**src/rtl/bcd_serial_addsub.sv**
```systemverilog
// Digit-serial packed-BCD adder/subtractor: one decimal digit per clock, LSD first.
// Optional input digit validation is compiled in with `define BCD_DIGIT_CHECK_EN.
module bcd_serial_addsub #(
  parameter int NDIGITS = 4
) (
  input  logic                   clk,
  input  logic                   rst_n,
  input  logic                   start,
  input  logic                   sub,
  input  logic [4*NDIGITS-1:0]   a,
  input  logic [4*NDIGITS-1:0]   b,
  output logic                   busy,
  output logic                   done,
  output logic [4*NDIGITS-1:0]   sum,
  output logic                   cout
`ifdef BCD_DIGIT_CHECK_EN
  ,
  output logic                   err
`endif
);

  localparam int W  = 4 * NDIGITS;
  localparam int IW = (NDIGITS > 1) ? $clog2(NDIGITS) : 1;
  localparam logic [IW-1:0] LAST = IW'(NDIGITS - 1);

  typedef enum logic [1:0] {IDLE, RUN, DONE} state_t;

  state_t          state, state_nxt;
  logic [W-1:0]    a_q, b_q;
  logic            sub_q;
  logic [IW-1:0]   idx;
  logic            carry;
  logic [3:0]      a_dig, b_dig, dig;
  logic            carry_nxt;

  // Subtraction uses the nines complement of B with the carry seeded to 1.
  function automatic logic [4:0] digit_add(input logic [3:0] x, input logic [3:0] y,
                                           input logic s, input logic c);
    logic [3:0] yb;
    logic [4:0] t;
    yb = s ? (4'd9 - y) : y;
    t  = {1'b0, x} + {1'b0, yb} + {4'b0000, c};
    if (t > 5'd9)
      return {1'b1, 4'(t + 5'd6)};
    else
      return {1'b0, t[3:0]};
  endfunction

`ifdef BCD_DIGIT_CHECK_EN
  function automatic logic has_bad_digit(input logic [W-1:0] v);
    logic bad;
    bad = 1'b0;
    for (int i = 0; i < NDIGITS; i++)
      if (v[4*i +: 4] > 4'd9) bad = 1'b1;
    return bad;
  endfunction

  logic err_q;
`endif

  always_comb begin
    a_dig = a_q[3:0];
    b_dig = b_q[3:0];
    {carry_nxt, dig} = digit_add(a_dig, b_dig, sub_q, carry);
  end

  always_ff @(posedge clk or negedge rst_n) begin
    if (!rst_n) state <= IDLE;
    else        state <= state_nxt;
  end

  always_comb begin
    state_nxt = state;
    case (state)
      IDLE:    if (start) state_nxt = RUN;
      RUN:     if (idx == LAST) state_nxt = DONE;
      DONE:    state_nxt = IDLE;
      default: state_nxt = IDLE;
    endcase
  end

  // Operands shift right so the active digit is always in the low nibble.
  always_ff @(posedge clk or negedge rst_n) begin
    if (!rst_n) begin
      a_q   <= '0;
      b_q   <= '0;
      sub_q <= 1'b0;
      idx   <= '0;
      carry <= 1'b0;
      sum   <= '0;
      cout  <= 1'b0;
`ifdef BCD_DIGIT_CHECK_EN
      err_q <= 1'b0;
`endif
    end else begin
      case (state)
        IDLE: begin
          if (start) begin
            a_q   <= a;
            b_q   <= b;
            sub_q <= sub;
            idx   <= '0;
            carry <= sub;
`ifdef BCD_DIGIT_CHECK_EN
            err_q <= has_bad_digit(a) | has_bad_digit(b);
`endif
          end
        end
        RUN: begin
          sum[{idx, 2'b00} +: 4] <= dig;
          a_q   <= a_q >> 4;
          b_q   <= b_q >> 4;
          carry <= carry_nxt;
          if (idx == LAST) begin
            idx  <= '0;
            cout <= carry_nxt;
          end else begin
            idx  <= idx + 1'b1;
          end
        end
        default: ;
      endcase
    end
  end

  assign busy = (state == RUN);
  assign done = (state == DONE);
`ifdef BCD_DIGIT_CHECK_EN
  assign err  = err_q & done;
`endif

endmodule

```
**config.mk**
```make
export PLATFORM = sky130hd
export DESIGN_NAME = bcd_serial_addsub
export DESIGN_NICKNAME = d
export VERILOG_FILES = /design/src/rtl/bcd_serial_addsub.sv
export SDC_FILE = /design/constraint.sdc
export NUM_CORES = 1
export LEC_CHECK = 0
export CAP_MARGIN = 10
export CORE_MARGIN = 4
export CORE_UTILIZATION = 35
export DETAILED_ROUTE_END_ITERATION = 7
export GPL_ROUTABILITY_DRIVEN = 0
export PLACE_DENSITY = 0.62
export REMOVE_ABC_BUFFERS = 1
export SKIP_LAST_GASP = 1
export SLEW_MARGIN = 20
export SYNTH_ARGS = -nofsm -noshare
export SYNTH_HDL_FRONTEND = slang
export SYNTH_SLANG_ARGS = --single-unit
```
**constraint.sdc**
```tcl
create_clock -name clk -period 5.5 [get_ports clk]
set_input_delay 0.825 -clock clk [delete_from_list [all_inputs] [get_ports clk]]
set_output_delay 0.825 -clock clk [all_outputs]
set_load 0.1 [all_outputs]
```
# ---- Word level (Yosys, flattened, before mapping)
# Cells that the tools add are included.
# W data, S select, Z words.
dict set report word_totals {
  word_cells 43
  reg_bits 55
  input_bits 36
  output_inout_bits 19
}
dict set report op_classes {
  n_lt_le_gt_ge 1
  n_addsub 6
  reduce_logical 6
  muxes 15
  eq_ne 5
  shifts 2
}
# cell count
set ops {}
lappend ops {{$pmux W16 S2} 2}
lappend ops {{$mux W16} 2}
lappend ops {{$bwmux W16} 1}
lappend ops {{$shift A4 B6 Y16 const A} 1}
lappend ops {{$shiftx A4 B6 Y16} 1}
lappend ops {{$mux W2} 4}
lappend ops {{$pmux W2 S2} 2}
lappend ops {{$reduce_and A2 Y1} 4}
lappend ops {{$neg A4 Y6} 1}
lappend ops {{$add A4 B4 Y5} 1}
lappend ops {{$add A5 B1 Y5} 1}
lappend ops {{$gt A5 B4 Y1 const B} 1}
lappend ops {{$mux W5} 1}
lappend ops {{$add A4 B3 Y4 const B} 1}
lappend ops {{$eq A2 B2 Y1 const B} 2}
lappend ops {{$mux W4} 1}
lappend ops {{$sub A4 B4 Y4 const A} 1}
lappend ops {{$add A2 B1 Y2 const B} 1}
lappend ops {{$eq A2 B1 Y1 const B} 1}
lappend ops {{$logic_not A2 Y1} 1}
lappend ops {{$ne A2 B1 Y1 const B} 1}
lappend ops {{$ne A2 B2 Y1 const B} 1}
lappend ops {{$pmux W1 S2} 1}
lappend ops {{$reduce_bool A2 Y1} 1}
lappend ops {{$mux W1} 1}

# ---- Depth between registers and ports, before layout
# Gate-level depths: netlist of run 1.
dict set report logic_depth {
  word_depth 8
  depth_mapped 12
  depth_no_buf 12
}

# ---- Least setup slack after synthesis of run 1
# Ideal clock, no wire load.
dict set report synth_timing {
  path_type {register -> output}
  startpoint {register state[1]}
  endpoint {output done}
  arrival_ps 2025
  required_ps 4675
  path_stages_with_launch 3
  path_buffers 1
  setup_slack_ps 2650
  path_cell_list {dfrtp_1 > clkbuf_1 > nor2b_1}
}
dict set report synth_between {
  elab_chain_cells 1
}
# element line_no
set synth_lines {}
lappend synth_lines {{start: declaration} 28} ;# state_t state, state_nxt;
lappend synth_lines {{start signal: assignment} 69} ;# else state <= state_nxt;
lappend synth_lines {{$eq A2 B2 Y1} 127} ;# assign done = (state == DONE);
lappend synth_lines {{end: declaration} 13} ;# output logic done,
# No other way between the ends.

# ---- Worst setup path in the final report of run 1
dict set report layout_timing {
  startpoint {register state[0]}
  endpoint {output busy}
}
dict set report layout_between {
  elab_chain_cells 1
}
# element line_no
set layout_lines {}
lappend layout_lines {{$eq A2 B1 Y1} 126} ;# assign busy = (state == RUN);
lappend layout_lines {{end: declaration} 12} ;# output logic busy,
# No other way between the ends.

==> reports/qor.txt, run 1 <==
DIE
------------------------------------------------------------------------------------
Vertical die dimension ................................................      98.0 um
Total Die Area ........................................................    9600 um^2
Number of top-level pins ..............................................           55
Horizontal extent of the die ..........................................      98.0 um
Starting density of the core ..........................................        36.3%
Placeable Area ........................................................    7810 um^2
Row Count .............................................................           32

WORST HOLD PATH
------------------------------------------------------------------------------------
Worst hold stages .....................................................            2
Worst Hold Launch ..................................................... b_q[9]$_DFFE_PN0P_
Worst min path class .................................................. register to register
WHS Endpoint .......................................................... b_q[9]$_DFFE_PN0P_

GRT
------------------------------------------------------------------------------------
Number of global-route vias before repair .............................         2083
Total Routing Usage GR ................................................        12.8%
First-pass GRT wire length ............................................     10100 um
Initial antenna violation count .......................................            0
Largest net degree at the start of global routing .....................           56
Gr ovfl total .........................................................            0

ROUTING
------------------------------------------------------------------------------------
Remaining antenna violation count .....................................            0
DR vias/cell ..........................................................         4.82
Total routed wirelength ...............................................      6060 um
Overall via count from detail_route ...................................         2137
Wire length per cell ..................................................      13.7 um
Iteration-0 DRC Markers ...............................................           93
Number of remaining DRC errors ........................................            0
Number of iterations in the first detailed-routing pass ...............            4

TIMING
------------------------------------------------------------------------------------
Final Hold Violating Endpoints ........................................            0
Max-slew headroom .....................................................        34.8%
RSZ-0062 raised after global routing ..................................        false
Slew at the pin with the worst max-slew slack .........................     0.974 ns
Layout Skew ...........................................................   0.00390 ns
Count of pins over their slew limit ...................................            0
Final Critical Period .................................................      3.24 ns
Setup TNS Final .......................................................         0 ns
Final setup violating endpoints .......................................            0
Final WS setup ........................................................      2.26 ns
Highest Clock Rate ....................................................      309 MHz
Period Utilization, post-route ........................................        58.9%

CRITICAL PATH
------------------------------------------------------------------------------------
Capture instance of the worst register-to-register path ............... sum[10]$_DFFE_PN0P_
Required time at the worst-slack endpoint .............................      4.68 ns
Critical-path maximum fanout ..........................................           14
Sort of element at the end of the critical path .......................   output pin
Reg2reg path depth ....................................................           11
CP startpoint kind ....................................................     register
Endpoint arrival time on the critical path ............................      2.41 ns
Startpoint of the worst register-to-register path ..................... sub_q$_DFFE_PN0P_
Flop-to-flop setup slack ..............................................      2.53 ns
Type of the worst setup path .......................................... register to output pin

CLOCK TREE
------------------------------------------------------------------------------------
Buffer cell driving the clock tree root ............................... sky130_fd_sc_hd__clkbuf_8
Maximum number of buffers from clock root to sink .....................            2
Total clock buffers created by CTS ....................................            5
Number of buffers inserted for hold repair after clock tree synthesis .            0
Setup bufs post-CTS ...................................................            0
Number of resized instances in the post-cts repair step ...............            0
Clock H-tree levels ...................................................            2
TritonCTS clock tree ..................................................        built
CTS clock-pin slew for the worst setup and hold paths .................      0.10 ns
Clock latency reported for the late side of the worst-skew pair .......      0.31 ns
CTS Sinks .............................................................           55

SYNTHESIS
------------------------------------------------------------------------------------
Total of flip-flops plus latches after synthesis ......................           55
Average size of a mapped cell .........................................    9.84 um^2
Most area-consuming cells after synthesis ............................. sky130_fd_sc_hd__dfrtp_1 (49%), sky130_fd_sc_hd__mux2i_1 (8.8%), sky130_fd_sc_hd__nand2_1 (6.9%)
Post-synth top area share .............................................        48.6%
Number of enable-type register cells in the synthesized netlist .......            0
Number of warnings printed during yosys synthesis .....................            0
Sequential-to-total area share from yosys stat ........................        48.6%
Top cells by count, synth ............................................. sky130_fd_sc_hd__dfrtp_1 (55), sky130_fd_sc_hd__nand2_1 (52), sky130_fd_sc_hd__o21ai_0 (38)
Cell with the most instances after synthesis .......................... sky130_fd_sc_hd__dfrtp_1
Most used flip-flop cell after synthesis .............................. sky130_fd_sc_hd__dfrtp_1
Share of flip-flops with an asynchronous set or reset after synthesis .         100%
Distinct cell type count of the synthesized netlist ...................           43
Post-Syn Instances ....................................................          288
Largest area contributor in the synthesized netlist ................... sky130_fd_sc_hd__dfrtp_1
Area of the mapped netlist ............................................    2830 um^2

JOB
------------------------------------------------------------------------------------
Number of max-cap violations ..........................................            0

OUTCOME
------------------------------------------------------------------------------------
Outcome ............................................................... finished, final reports clean

FINISH
------------------------------------------------------------------------------------
Signed area change from the synthesized netlist to the final layout ...        26.1%
Post-Layout Inst Area .................................................    3570 um^2
Ratio of cells with drive above 1 in the final layout .................        6.16%
Number of diodes added for antenna fixing .............................            0
Non-filler cells in the finished layout ...............................          443
Fin nets ..............................................................          389
Number of inserted filler cells in the final layout ...................          771

PLACEMENT
------------------------------------------------------------------------------------
HPWL Detailed .........................................................      4410 um
Worst-case setup slack after placement ................................      2.51 ns
Number of port buffers ................................................           54
Post-placement cell area ..............................................    3470 um^2
Total instance count after detailed placement .........................          435

-- worst max path at each step --
stage,end,from
floorplan,sum[2]$_DFFE_PN0P_,state[1]$_DFFE_PN0P_
global placement,busy,state[0]$_DFFE_PN0P_
detailed placement,sum[10]$_DFFE_PN0P_,sub_q$_DFFE_PN0P_
CTS,busy,state[0]$_DFFE_PN0P_
global route,busy,state[0]$_DFFE_PN0P_
finish,busy,state[0]$_DFFE_PN0P_
-- critical path, cell delays in order (launching register included) --
cell and delay, ns:
sky130_fd_sc_hd__dfrtp_1 0.63, sky130_fd_sc_hd__nand2b_1 0.24, sky130_fd_sc_hd__clkinv_1 0.10, sky130_fd_sc_hd__clkdlybuf4s50_1 1.13
-- cells in the final DEF (no fill, tap or decap), types with 2 or more instances in the layout --
cell	Yosys	layout
sky130_fd_sc_hd__a21oi_1	10	10
sky130_fd_sc_hd__a22o_1	5	5
sky130_fd_sc_hd__xnor2_1	3	3
sky130_fd_sc_hd__nand4_1	2	2
sky130_fd_sc_hd__nor3_1	2	2
sky130_fd_sc_hd__o21ai_1	5	5
sky130_fd_sc_hd__nand2_1	52	52
sky130_fd_sc_hd__clkdlybuf4s50_1	0	53
sky130_fd_sc_hd__nand2b_1	2	2
sky130_fd_sc_hd__dfrtp_1	55	55
sky130_fd_sc_hd__mux2i_1	25	25
sky130_fd_sc_hd__o31ai_1	5	5
sky130_fd_sc_hd__nor2_1	8	8
sky130_fd_sc_hd__o21ai_0	38	38
sky130_fd_sc_hd__clkbuf_8	0	6
sky130_fd_sc_hd__inv_1	14	14
sky130_fd_sc_hd__nor2b_1	11	11
sky130_fd_sc_hd__buf_4	0	3
sky130_fd_sc_hd__fa_1	2	2
sky130_fd_sc_hd__and2_1	3	3
sky130_fd_sc_hd__ha_1	11	11
-- per-layer routing --
metal	share of wire [%]	wire length [um]	vias to the layer above	GRT usage, %
li1	-	-	1092	-
met1	48	2920	988	17.5
met2	46	2760	51	20.3
met3	5.3	319	6	3.64
met4	0.94	57	0	2.56
met5	0	0	-	0
-- flip-flops by register name, summed over array words and instances (netlist names) --
signal / cells
state: 2
sum: 16
b_q: 16
cout: 1
carry: 1
sub_q: 1
idx: 2
a_q: 16
-- layout make-up --
cell class | count | area (um^2) | share of cell area [%]
inverters | 15 | 56.3 | 1.58
well taps | 102 | 128 | 3.57
multi-input cells | 206 | 1360 | 38.0
clock buffers | 6 | 82.6 | 2.31
flip-flops and latches | 55 | 1380 | 38.5
repair buffers | 57 | 558 | 15.6
clock inverters | 2 | 16.3 | 0.455
-- stage by stage --
step / hold slack [ns] / util [%]
floorplan: 0.450 / -
global placement: 0.461 / 44.5
detailed placement: 0.470 / 44.5
CTS: 0.493 / 45.8
global route: 0.523 / 45.8
finish: 0.487 / 45.8
-- logic make-up (layout without fill, tap and decap cells) --
logic type / count (synthesis) / count (layout) / synth area share, %
buf+inv: 27 / 80 / 3.71
xor+xnor: 3 / 3 / 0.927
simple gates: 91 / 91 / 15.4
fa+ha+maj: 13 / 13 / 6.27
compound gates: 72 / 72 / 15.1
flops: 55 / 55 / 48.6
mux: 27 / 27 / 10.0
Power of run 1 is left out: the tool's default activity adds up to more than one toggle a clock period on the data nets, which glitch-free logic cannot reach.
==> run 2: changes to the inputs <==
==> constraint.sdc (replaced) <==
create_clock -name clk -period 3.2 [get_ports clk]
set_input_delay 0.48 -clock clk [delete_from_list [all_inputs] [get_ports clk]]
set_output_delay 0.48 -clock clk [all_outputs]
set_load 0.1 [all_outputs]
==> run 2 against run 1 <==
Global-route usage rose by 0.58 points. Hold slack got worse by 0.35 ns. Sequential share of layout area barely moved. Register-to-register slack got worse by 2.3 ns. Highest routed layer unchanged.
==> reports/qor.txt, run 2 (synthesis gave the netlist of run 1 again) <==
GRT
----------------------------------------------------------------------------------
Number of global-route vias before repair ...........................         2215
Total Routing Usage GR ..............................................        13.4%
Largest net degree at the start of global routing ...................           40
Initial antenna violation count .....................................            0
Gr ovfl total .......................................................            0
First-pass GRT wire length ..........................................     10700 um

ROUTING
----------------------------------------------------------------------------------
Total routed wirelength .............................................      6150 um
Iteration-0 DRC Markers .............................................           99
Wire length per cell ................................................      13.8 um
Number of remaining DRC errors ......................................            0
Number of iterations in the first detailed-routing pass .............            4
Overall via count from detail_route .................................         2190
DR vias/cell ........................................................         4.90
Remaining antenna violation count ...................................            0

OUTCOME
----------------------------------------------------------------------------------
Outcome ............................................................. finished, final reports clean

DIE
----------------------------------------------------------------------------------
Row Count ...........................................................           32
Starting density of the core ........................................        36.3%
Number of top-level pins ............................................           55
Placeable Area ......................................................    7810 um^2
Horizontal extent of the die ........................................      98.0 um
Vertical die dimension ..............................................      98.0 um
Total Die Area ......................................................    9600 um^2

CLOCK TREE
----------------------------------------------------------------------------------
Maximum number of buffers from clock root to sink ...................            2
Number of resized instances in the post-cts repair step .............            0
CTS Sinks ...........................................................           55
Total clock buffers created by CTS ..................................            5
Clock latency reported for the late side of the worst-skew pair .....      0.32 ns
CTS clock-pin slew for the worst setup and hold paths ...............      0.11 ns
Buffer cell driving the clock tree root ............................. sky130_fd_sc_hd__clkbuf_8
Clock H-tree levels .................................................            2
TritonCTS clock tree ................................................        built

CRITICAL PATH
----------------------------------------------------------------------------------
Endpoint arrival time on the critical path ..........................      3.19 ns
Start point of the critical path .................................... sub_q$_DFFE_PN0P_
CP startpoint kind ..................................................     register
Required time at the worst-slack endpoint ...........................      3.40 ns
Critical-path maximum fanout ........................................            5
Sort of element at the end of the critical path .....................     register
Type of the worst setup path ........................................ register to register
Startpoint of the worst register-to-register path ................... sub_q$_DFFE_PN0P_

WORST HOLD PATH
----------------------------------------------------------------------------------
Worst min path class ................................................ input pin to asynchronous set/reset pin

TIMING
----------------------------------------------------------------------------------
Layout Skew .........................................................    0.0138 ns
Final Critical Period ...............................................      2.99 ns
Slew at the pin with the worst max-slew slack .......................     0.962 ns
Final setup violating endpoints .....................................            0
Count of pins over their slew limit .................................            0
Final Hold Violating Endpoints ......................................            0
Period Utilization, post-route ......................................        93.4%
Max-slew headroom ...................................................        35.7%
Setup TNS Final .....................................................         0 ns
RSZ-0062 raised after global routing ................................        false
Final WS setup ......................................................     0.213 ns
Highest Clock Rate ..................................................      335 MHz

JOB
----------------------------------------------------------------------------------
Number of max-cap violations ........................................            0

PLACEMENT
----------------------------------------------------------------------------------
Post-placement cell area ............................................    3480 um^2
Number of port buffers ..............................................           54
HPWL Detailed .......................................................      4490 um
Worst-case setup slack after placement ..............................     0.186 ns

FINISH
----------------------------------------------------------------------------------
Post-Layout Inst Area ...............................................    3580 um^2
Core occupancy in the finished layout ...............................        45.8%
Number of inserted filler cells in the final layout .................          750
Signed area change from the synthesized netlist to the final layout .        26.2%
Ratio of cells with drive above 1 in the final layout ...............        12.5%
Most common cell after layout, fill and taps aside .................. sky130_fd_sc_hd__dfrtp_1
Number of diodes added for antenna fixing ...........................            0
Largest registers ranked by flip-flop count ......................... a_q (16), b_q (16), sum (16)
Commonest non-fill, non-tap cells in the layout ..................... sky130_fd_sc_hd__dfrtp_1 (55), sky130_fd_sc_hd__nand2_1 (52), sky130_fd_sc_hd__o21ai_0 (38)
Fin nets ............................................................          393

run 2: cell types whose count changed in the layout (fill, tap and decap cells not counted):
cell,change
sky130_fd_sc_hd__buf_12,+2
sky130_fd_sc_hd__clkdlybuf4s50_1,-18
sky130_fd_sc_hd__buf_4,+20
sky130_fd_sc_hd__inv_6,+1
sky130_fd_sc_hd__clkbuf_8,-1
sky130_fd_sc_hd__clkinv_2,+1
sky130_fd_sc_hd__clkinvlp_4,-1
run 2: per-layer routing:
layer | track usage (%) | vias up | routed length (um)
met1 | 18.0 | 1026 | 2990
met2 | 21.7 | 52 | 2770
li1 | - | 1105 | -
met5 | 0 | - | 0
met3 | 3.07 | 7 | 328
met4 | 3.51 | 0 | 64
run 2: metrics by stage:
step / hold slack, ns / instances
2_1_floorplan: 0.184 / 276
3_3_place_gp: 0.461 / 438
3_5_place_dp: 0.473 / 438
4_1_cts: 0.157 / 446
5_1_grt: 0.187 / 447
6_report: 0.135 / 447
run 2: final timing paths:
path                                  endpoint  slack (ns)  cells past startpoint
max in group asynchronous    carry$_DFFE_PN0P_        2.24                      2
hold reg to reg             sum[4]$_DFFE_PN0P_        0.49                      2
min in group clk            sum[4]$_DFFE_PN0P_        0.49                      2
setup / recovery            sum[2]$_DFFE_PN0P_        0.21                     12
setup reg to reg            sum[2]$_DFFE_PN0P_        0.21                     12
hold / removal             sum[15]$_DFFE_PN0P_        0.14                      1
run 2: critical path: stages (launching register included):
cell and delay [ns]:
sky130_fd_sc_hd__dfrtp_1 0.44, sky130_fd_sc_hd__xnor2_1 0.20, sky130_fd_sc_hd__fa_1 0.25, sky130_fd_sc_hd__inv_1 0.07, sky130_fd_sc_hd__fa_1 0.45, sky130_fd_sc_hd__xnor2_1 0.40
sky130_fd_sc_hd__ha_1 0.26, sky130_fd_sc_hd__nand2_1 0.08, sky130_fd_sc_hd__a21boi_2 0.18, sky130_fd_sc_hd__nand4b_1 0.11, sky130_fd_sc_hd__o211ai_1 0.09, sky130_fd_sc_hd__buf_4 0.16
sky130_fd_sc_hd__a22o_1 0.19
run 2: cell type report:
type | instances | area (um^2) | area share [%]
clock buffers | 5 | 68.8 | 1.92
clock inverters | 3 | 22.5 | 0.630
inverters | 15 | 56.3 | 1.57
multi-input cells | 206 | 1360 | 37.9
flip-flops and latches | 55 | 1380 | 38.5
well taps | 102 | 128 | 3.57
repair buffers | 61 | 568 | 15.9
run 2: what timing repair did:
item                       in CTS  in global routing
setup endpoints to repair       0                  4
hold buffers                    0                  0
setup buffers                   0                  1
Power of run 2 is left out for the same reason.
